### src/rtl/ula_multiciclo.sv
// Multi-cycle ALU: single-cycle add/neg/sub/slt/and/or, plus an optional shift-add multiplier
// that is built only when the macro ULA_MULT_EN is defined.
module ula_multiciclo #(
  parameter int unsigned LARGURA = 8
) (
  input  logic               clock,
  input  logic               reset,
  input  logic               Inicio,
  input  logic [2:0]         ALUOp,
  input  logic [LARGURA-1:0] Entrada1,
  input  logic [LARGURA-1:0] Entrada2,
  output logic [LARGURA-1:0] Resultado,
  output logic               Zero,
  output logic               Negativo,
  output logic               Overflow,
  output logic               Pronto,
  output logic               Ocupado
);

  localparam int unsigned Msb = LARGURA - 1;

  logic [LARGURA-1:0] r_resultado;
  logic               r_zero;
  logic               r_negativo;
  logic               r_overflow;
  logic               r_pronto;

  logic [LARGURA-1:0] w_soma;
  logic [LARGURA-1:0] w_neg;
  logic [LARGURA-1:0] w_sub;
  logic [LARGURA-1:0] w_res;
  logic               w_ovf;
  logic               w_ocioso;
  logic               w_aceita_mul;

  assign w_soma = Entrada1 + Entrada2;
  assign w_neg  = '0 - Entrada1;
  assign w_sub  = Entrada1 - Entrada2;

  always_comb begin
    w_res = '0;
    w_ovf = 1'b0;
    case (ALUOp)
      3'b000: begin
        w_res = w_soma;
        w_ovf = (Entrada1[Msb] == Entrada2[Msb]) && (w_soma[Msb] != Entrada1[Msb]);
      end
      3'b001: begin
        w_res = w_neg;
        w_ovf = (Entrada1 == {1'b1, {(LARGURA - 1){1'b0}}});
      end
      3'b010: begin
        w_res = w_sub;
        w_ovf = (Entrada1[Msb] != Entrada2[Msb]) && (w_sub[Msb] != Entrada1[Msb]);
      end
      // Signed compare directly, so an overflowing E1-E2 cannot corrupt the answer
      3'b011:  w_res = {LARGURA{$signed(Entrada1) < $signed(Entrada2)}};
      3'b100:  w_res = Entrada1 & Entrada2;
      3'b101:  w_res = Entrada1 | Entrada2;
      default: w_res = '0;
    endcase
  end

`ifdef ULA_MULT_EN
  typedef enum logic {OCIOSO, MULTIPLICA} estado_t;

  localparam int unsigned LargPasso = $clog2(LARGURA) + 1;

  estado_t                r_estado;
  estado_t                w_prox_estado;
  logic [2*LARGURA-1:0]   r_multiplicando;
  logic [2*LARGURA-1:0]   r_acumulador;
  logic [2*LARGURA-1:0]   w_acum_prox;
  logic [LARGURA-1:0]     r_multiplicador;
  logic [LargPasso-1:0]   r_passo;
  logic                   w_ultimo;

  assign w_acum_prox  = r_multiplicador[0] ? (r_acumulador + r_multiplicando) : r_acumulador;
  assign w_ultimo     = (r_estado == MULTIPLICA) && (r_passo == LargPasso'(LARGURA - 1));
  assign w_ocioso     = (r_estado == OCIOSO);
  assign w_aceita_mul = w_ocioso && Inicio && (ALUOp == 3'b110);
  assign Ocupado      = (r_estado == MULTIPLICA);

  always_ff @(posedge clock) begin
    if (reset) begin
      r_estado <= OCIOSO;
    end else begin
      r_estado <= w_prox_estado;
    end
  end

  always_comb begin
    w_prox_estado = r_estado;
    case (r_estado)
      OCIOSO:     if (w_aceita_mul) w_prox_estado = MULTIPLICA;
      MULTIPLICA: if (w_ultimo) w_prox_estado = OCIOSO;
      default:    w_prox_estado = OCIOSO;
    endcase
  end

  // One unsigned shift-add step per cycle while in MULTIPLICA
  always_ff @(posedge clock) begin
    if (reset) begin
      r_multiplicando <= '0;
      r_multiplicador <= '0;
      r_acumulador    <= '0;
      r_passo         <= '0;
    end else if (w_aceita_mul) begin
      r_multiplicando <= {{LARGURA{1'b0}}, Entrada1};
      r_multiplicador <= Entrada2;
      r_acumulador    <= '0;
      r_passo         <= '0;
    end else if (r_estado == MULTIPLICA) begin
      r_acumulador    <= w_acum_prox;
      r_multiplicando <= r_multiplicando << 1;
      r_multiplicador <= r_multiplicador >> 1;
      r_passo         <= r_passo + 1'b1;
    end
  end
`else
  assign w_ocioso     = 1'b1;
  assign w_aceita_mul = 1'b0;
  assign Ocupado      = 1'b0;
`endif

  always_ff @(posedge clock) begin
    if (reset) begin
      r_resultado <= '0;
      r_zero      <= 1'b1;
      r_negativo  <= 1'b0;
      r_overflow  <= 1'b0;
      r_pronto    <= 1'b0;
    end else begin
      r_pronto <= 1'b0;
      if (w_ocioso && Inicio && !w_aceita_mul) begin
        r_resultado <= w_res;
        r_zero      <= (w_res == '0);
        r_negativo  <= w_res[Msb];
        r_overflow  <= w_ovf;
        r_pronto    <= 1'b1;
      end
`ifdef ULA_MULT_EN
      else if (w_ultimo) begin
        r_resultado <= w_acum_prox[LARGURA-1:0];
        r_zero      <= (w_acum_prox[LARGURA-1:0] == '0);
        r_negativo  <= w_acum_prox[LARGURA-1];
        r_overflow  <= |w_acum_prox[2*LARGURA-1:LARGURA];
        r_pronto    <= 1'b1;
      end
`endif
    end
  end

  assign Resultado = r_resultado;
  assign Zero      = r_zero;
  assign Negativo  = r_negativo;
  assign Overflow  = r_overflow;
  assign Pronto    = r_pronto;

endmodule

### config.mk
export PLATFORM = sky130hd
export DESIGN_NAME = ula_multiciclo
export DESIGN_NICKNAME = d
export VERILOG_FILES = /design/src/rtl/ula_multiciclo.sv
export SDC_FILE = /design/constraint.sdc
export NUM_CORES = 1
export LEC_CHECK = 0
export BUFFER_PORTS_ARGS = -buffer_cell sky130_fd_sc_hd__buf_2
export CAP_MARGIN = 20
export CORE_MARGIN = 2
export CORE_UTILIZATION = 50
export CTS_BUF_LIST = sky130_fd_sc_hd__clkbuf_8
export DETAILED_ROUTE_END_ITERATION = 12
export PLACE_DENSITY = 0.74
export SYNTH_ARGS = -nofsm -noshare
export SYNTH_HDL_FRONTEND = slang
export SYNTH_SLANG_ARGS = --single-unit
### constraint.sdc
create_clock -name clock -period 2.49 [get_ports clock]
set_input_delay 0.3735 -clock clock [delete_from_list [all_inputs] [get_ports clock]]
set_output_delay 0.3735 -clock clock [all_outputs]
set_load 0.05 [all_outputs]
==> results_dict.tcl, run 1 <==
set metrics [dict create \
    power_density_nw_per_um2 381 \
    fillers 333 \
    cap_violations 0 \
    cts_tree "built" \
    io_pins 35 \
    yosys.cell_types.count 51 \
    place_ws_ns -0.0455 \
    cts_buffers 3 \
    ctsHoldBuffers 0 \
    finalCritPeriodShare_pct 90.7 \
    min_path_type "primary input to register" \
    vias 1698 \
    drt_first_pass_iters 4 \
    finClkSkew_ns 0 \
    status "complete, no violations" \
    clkTransAtPathRegs_ns 0.05 \
    clockBufferDepth 2 \
    cts_root_buf "clkbuf_8" \
    syn_inst 230 \
    ys_warn_count 0 \
    yosysSeqAreaShare_pct 12.9 \
    final_hold_viol_count 0 \
    synth_ff_type "dfxtp_1" \
    crit_fanout 5 \
    antenna_found_initial 0 \
    die_area_um2 3890 \
    grt_overflow 0 \
    drv_slew 0 \
    drc 0 \
    seq_area_um2 220 \
    grt_pass1_vias 1605 \
    hpwlAfterDp_um 3280 \
    fin_crit_ns 2.26 \
    die_y_um 62.4 \
    nets 318 \
    routed_via_density 5.46 \
    multi_input_area_um2 1340 \
    grt_max_degree 18 \
    routedWlPerCell_um 13.2 \
    grt_pass1_wl_um 6950 \
    cts_htree_levels 1 \
    synth_edf_count 0 \
    drt_wl_total_um 4100 \
    drt_iter0_markers 142 \
    crit_required_ns 2.68 \
    num_antenna_cells 0 \
    clock.fmax_mhz 443 \
    synth.ff_latch_count 11 \
    start_kind "primary input" \
    drive_above_1_share_pct 21.5 \
    rsz0062_at_grt "no" \
    rows 21 \
    place_congestion 0.863 \
    initial_core_util_pct 51.5 \
    path_class "primary input to register" \
    core_um2 3310 \
    end_kind "register" \
    avgSynthCellArea_um2 7.41 \
    clock_sinks 11 \
    peakVddDrop_uv 138 \
    syn_nets 282 \
    ant_nets 0 \
    chipWidth_um 62.4 \
    fin_util_pct 60.5 \
    clock_latency_ns 0.24 \
    grt_use_total_pct 21.5 \
    syn_area_um2 1710 \
    p_leak_nw 0.972 \
    synthArstFlopShare_pct 0 \
    io_buffers 33 \
    area_delta_synth_final_pct 17.5 \
    fin_ws_ns 0.232 \
    r2r_slack_ns 1.79 \
    crit_arrival_ns 2.44 \
    setup_viol 0 \
]
## final timing paths
| check | startpoint | depth (start not counted) | endpoint |
|---|---|---|---|
| worst max-delay path | Entrada1[0] | 12 | Resultado[6] |
| worst min-delay path | reset | 2 | Pronto |
| worst max register to register | Resultado[6] | 3 | Resultado[6] |
| worst min register to register | Resultado[3] | 2 | Resultado[3] |
## synthesized netlist by cell type, drive strengths merged, types with 2 or more instances
cell type | count | share of area (%)
nand2 | 12 | 3.1
o21bai | 3 | 1.3
o21ai | 8 | 2.3
ha | 28 | 21
a221oi | 2 | 1.0
nor2b | 3 | 1.1
a211oi | 8 | 3.5
nand3 | 4 | 1.2
a31oi | 4 | 1.5
inv | 22 | 4.8
xnor2 | 7 | 3.6
nand2b | 4 | 1.6
buf | 7 | 2.3
mux2i | 2 | 1.2
xor2 | 4 | 2.1
a21o | 3 | 1.3
a311oi | 3 | 1.5
o211ai | 4 | 1.8
or4 | 2 | 1.1
clkbuf | 7 | 1.5
a21oi | 17 | 5.0
o221ai | 2 | 1.0
nor3 | 9 | 2.9
or3 | 4 | 1.5
o22ai | 2 | 0.73
nor2 | 27 | 5.9
o31ai | 3 | 1.3
nand4 | 3 | 1.1
dfxtp | 11 | 13
fa | 2 | 2.3
## power by group
group	switching [mW]	internal, mW	leakage, nW
combinational	0.243	0.146	0.854
sequential	0.00623	0.191	0.0913
clock	0.0682	0.108	0.0269
total	0.318	0.445	0.972
## per-stage QoR
step | instance area [um^2] | cells | TNS (ns) | power (mW) | hold WS, ns
finish | 2000 | 311 | 0 | 0.763 | 0.423
CTS | 2000 | 311 | 0 | 0.765 | 0.416
floorplan | 1710 | 230 | 0 | 0.483 | 0.531
detailed placement | 1950 | 307 | -0.0455 | 0.584 | 0.476
global placement | 1950 | 307 | -0.0284 | 0.581 | 0.466
global route | 2000 | 311 | 0 | 0.823 | 0.428
## layout by cell type (no fill, tap or decap), types with 2 or more instances in the layout
cell type,netlist,final
o21bai_1,3,3
nand2b_1,3,3
ha_1,28,28
nand4_1,3,3
nor2b_1,3,3
o21ai_1,2,2
or3_1,4,4
a21oi_1,17,17
buf_4,2,12
inv_1,20,21
a211oi_1,8,7
nor2_1,27,27
inv_2,2,2
a221oi_1,2,2
dfxtp_1,11,11
xor2_1,4,4
clkbuf_8,0,3
o221ai_1,2,2
buf_2,4,33
nor3_1,8,8
a31oi_1,4,4
a311oi_1,3,3
xnor2_1,7,7
o31ai_1,3,3
nand3_1,4,4
o21ai_0,6,6
nand2_1,11,11
o22ai_1,2,2
o211ai_1,4,4
fa_1,2,2
a21o_1,3,3
mux2i_1,2,2
## flip-flops by register name (all words and copies together) (netlist names)
register,count
Zero,1
Pronto,1
Overflow,1
Resultado,8
## kinds of logic after synthesis
| family | after synthesis | share of synthesized area, % |
|---|---|---|
| flops | 11 | 12.9 |
| mux | 3 | 1.83 |
| xor+xnor | 11 | 5.65 |
| compound gates | 68 | 27.5 |
| simple gates | 70 | 20.3 |
| other cells | 1 | 0.220 |
| fa+ha+maj | 30 | 22.9 |
| buf+inv | 36 | 8.66 |
## worst max-delay path: stages
cell      delay (ns)
buf_2           0.13
inv_1           0.10
ha_1            0.19
inv_1           0.06
fa_1            0.38
nand2b_1        0.12
a211oi_2        0.10
or4_1           0.41
a21oi_1         0.18
a21oi_1         0.08
a41o_1          0.25
nor2_1          0.07
## cell type report
cell class                 instances  share of cell area [%]
inverter                          22                    4.12
timing repair buffer              45                    12.7
multi-input combinational        183                    67.0
sequential                        11                    11.0
clock inverter                     1                   0.187
clock buffer                       3                    2.06
tap                               46                    2.87
## repair_timing
action | 4_1_cts | 5_1_grt
setup endpoints to repair | 0 | 1
resized for setup | 0 | 1
setup buffers | 0 | 0
endpoints found under the hold margin | 0 | 0
## per-layer routing
metal / track usage, % / part of all wire [%] / vias to the layer above
li1: - / - / 884
met1: 29.6 / 48 / 736
met4: 10.0 / 1.6 / 0
met5: 0 / 0 / -
met3: 2.34 / 6.3 / 7
met2: 33.7 / 44 / 71
Note: power is estimated with default switching activity, not from simulation.
==> run 2, diff against run 1 <==
==> constraint.sdc (replaced) <==
create_clock -name clock -period 2.49 [get_ports clock]
set_input_delay 0.1245 -clock clock [delete_from_list [all_inputs] [get_ports clock]]
set_output_delay 0.1245 -clock clock [all_outputs]
set_load 0.05 [all_outputs]
==> results_dict.tcl, run 2 (synthesis results as in run 1) <==
set metrics [dict create \
    clkTransAtPathRegs_ns 0.05 \
    die_y_um 62.4 \
    cts_root_buf "clkbuf_8" \
    grt_use_total_pct 21.9 \
    core_um2 3310 \
    peakVddDrop_uv 137 \
    crit_arrival_ns 2.22 \
    total_power_mw 0.746 \
    slowest_stage "ha_1" \
    grt_pass1_vias 1595 \
    slew_headroom_pct 62.8 \
    nets 309 \
    clock.fmax_mhz 481 \
    rows 21 \
    fin_crit_ns 2.08 \
    vias 1700 \
    tightest_slew_ns 0.556 \
    drt_first_pass_iters 4 \
    grt_max_degree 19 \
    cts_setup_buffers 0 \
    routedWlPerCell_um 13.4 \
    reg2reg_depth 3 \
    drv_slew 0 \
    min_path_type "primary input to register" \
    p_leak_nw 0.929 \
    hold_path_startpoint "reset" \
    reg2reg_to "Resultado[6]" \
    fin_ws_ns 0.413 \
    r2r-start "Resultado[6]" \
    cts_buffers 3 \
    worst_hold_path.endpoint "Pronto" \
    status "complete, no violations" \
    place_ws_ns 0.167 \
    finalCritPeriodShare_pct 83.4 \
    ant_nets 0 \
    final_cell_mix "33 x buf_2, 28 x ha_1, 27 x nor2_1" \
    rsz0062_at_grt "no" \
    slowest_delay_ns 0.45 \
    placedCellCount 298 \
    power_density_nw_per_um2 387 \
    grt_pass1_wl_um 7090 \
    cts_tree "built" \
    clock_sinks 11 \
    routed_via_density 5.63 \
    r2r_slack_ns 1.77 \
    fin_cells 302 \
    hold_path_depth 2 \
    area_delta_synth_final_pct 13.2 \
    grt_overflow 0 \
    cts_htree_levels 1 \
    fin_util_pct 58.3 \
    clock_latency_ns 0.23 \
    end_kind "register" \
    drt_wl_total_um 4050 \
    crit_required_ns 2.64 \
    drive_above_1_share_pct 18.4 \
    largest_reg_flops 8 \
    place_congestion 0.877 \
    hpwlAfterDp_um 3330 \
    start_kind "primary input" \
    finClkSkew_ns 0 \
    final_hold_viol_count 0 \
    drt_iter0_markers 104 \
    setup_viol 0 \
    tns_ns 0 \
    cap_violations 0 \
    initial_core_util_pct 51.5 \
    crit_chain "buf_2 > inv_1 > ha_1 > nor2b_1 > o2bb2ai_1 > a22oi_1 > o31ai_1 > a221oi_1 > nand3_1 > o41ai_2" \
    path_class "primary input to register" \
    layout_commonest_cell "buf_2" \
    crit_fanout 9 \
    ctsHoldBuffers 0 \
    antenna_found_initial 0 \
    post_cts_resized 0 \
    num_antenna_cells 0 \
    clockBufferDepth 2 \
    drc 0 \
    io_buffers 33 \
    die_area_um2 3890 \
    io_pins 35 \
    chipWidth_um 62.4 \
    fillers 336 \
]
run 2: worst max-delay path, delay by kind of cell:
family	cells	cell delay, ns
and+or+nand+nor	2	0.27
AOI/OAI and AO/OA	5	1.17
buffers and inverters	2	0.22
adders and majority gates	1	0.45
run 2: power breakdown:
group | switching (mW) | internal (mW)
logic | 0.241 | 0.137
registers | 0.00600 | 0.191
clock network | 0.0638 | 0.108
total | 0.311 | 0.435
run 2: worst max-delay path by stage:
stage / cells past startpoint / endpoint / start / slack (ns)
3_3_place_gp: 10 / Zero / Entrada1[5] / 0.16
6_report: 10 / Zero / Entrada1[5] / 0.41
2_1_floorplan: 10 / Zero / Entrada1[6] / 0.52
3_5_place_dp: 10 / Zero / Entrada1[5] / 0.17
4_1_cts: 10 / Zero / Entrada1[5] / 0.42
5_1_grt: 10 / Zero / Entrada1[5] / 0.24
run 2: layout make-up:
cell class,count,area [um^2],area share [%]
multi-input combinational,183,1340,69.3
sequential,11,220,11.4
clock buffer,3,41.3,2.14
inverter,22,82.6,4.28
tap,46,57.6,2.98
timing repair buffer,36,188,9.72
clock inverter,1,3.75,0.194
run 2: stage by stage:
| stage | hold slack (ns) | instance area (um^2) |
|---|---|---|
| CTS | 0.172 | 1930 |
| global placement | 0.419 | 1890 |
| floorplan | 0.282 | 1710 |
| finish | 0.170 | 1930 |
| global route | 0.205 | 1930 |
| detailed placement | 0.418 | 1890 |
run 2: metal layers:
metal  routed length [um]  GRT usage [%]
met2                 1770           35.8
met4                   52           7.22
met5                    0              0
met1                 1950           30.6
met3                  275           1.44
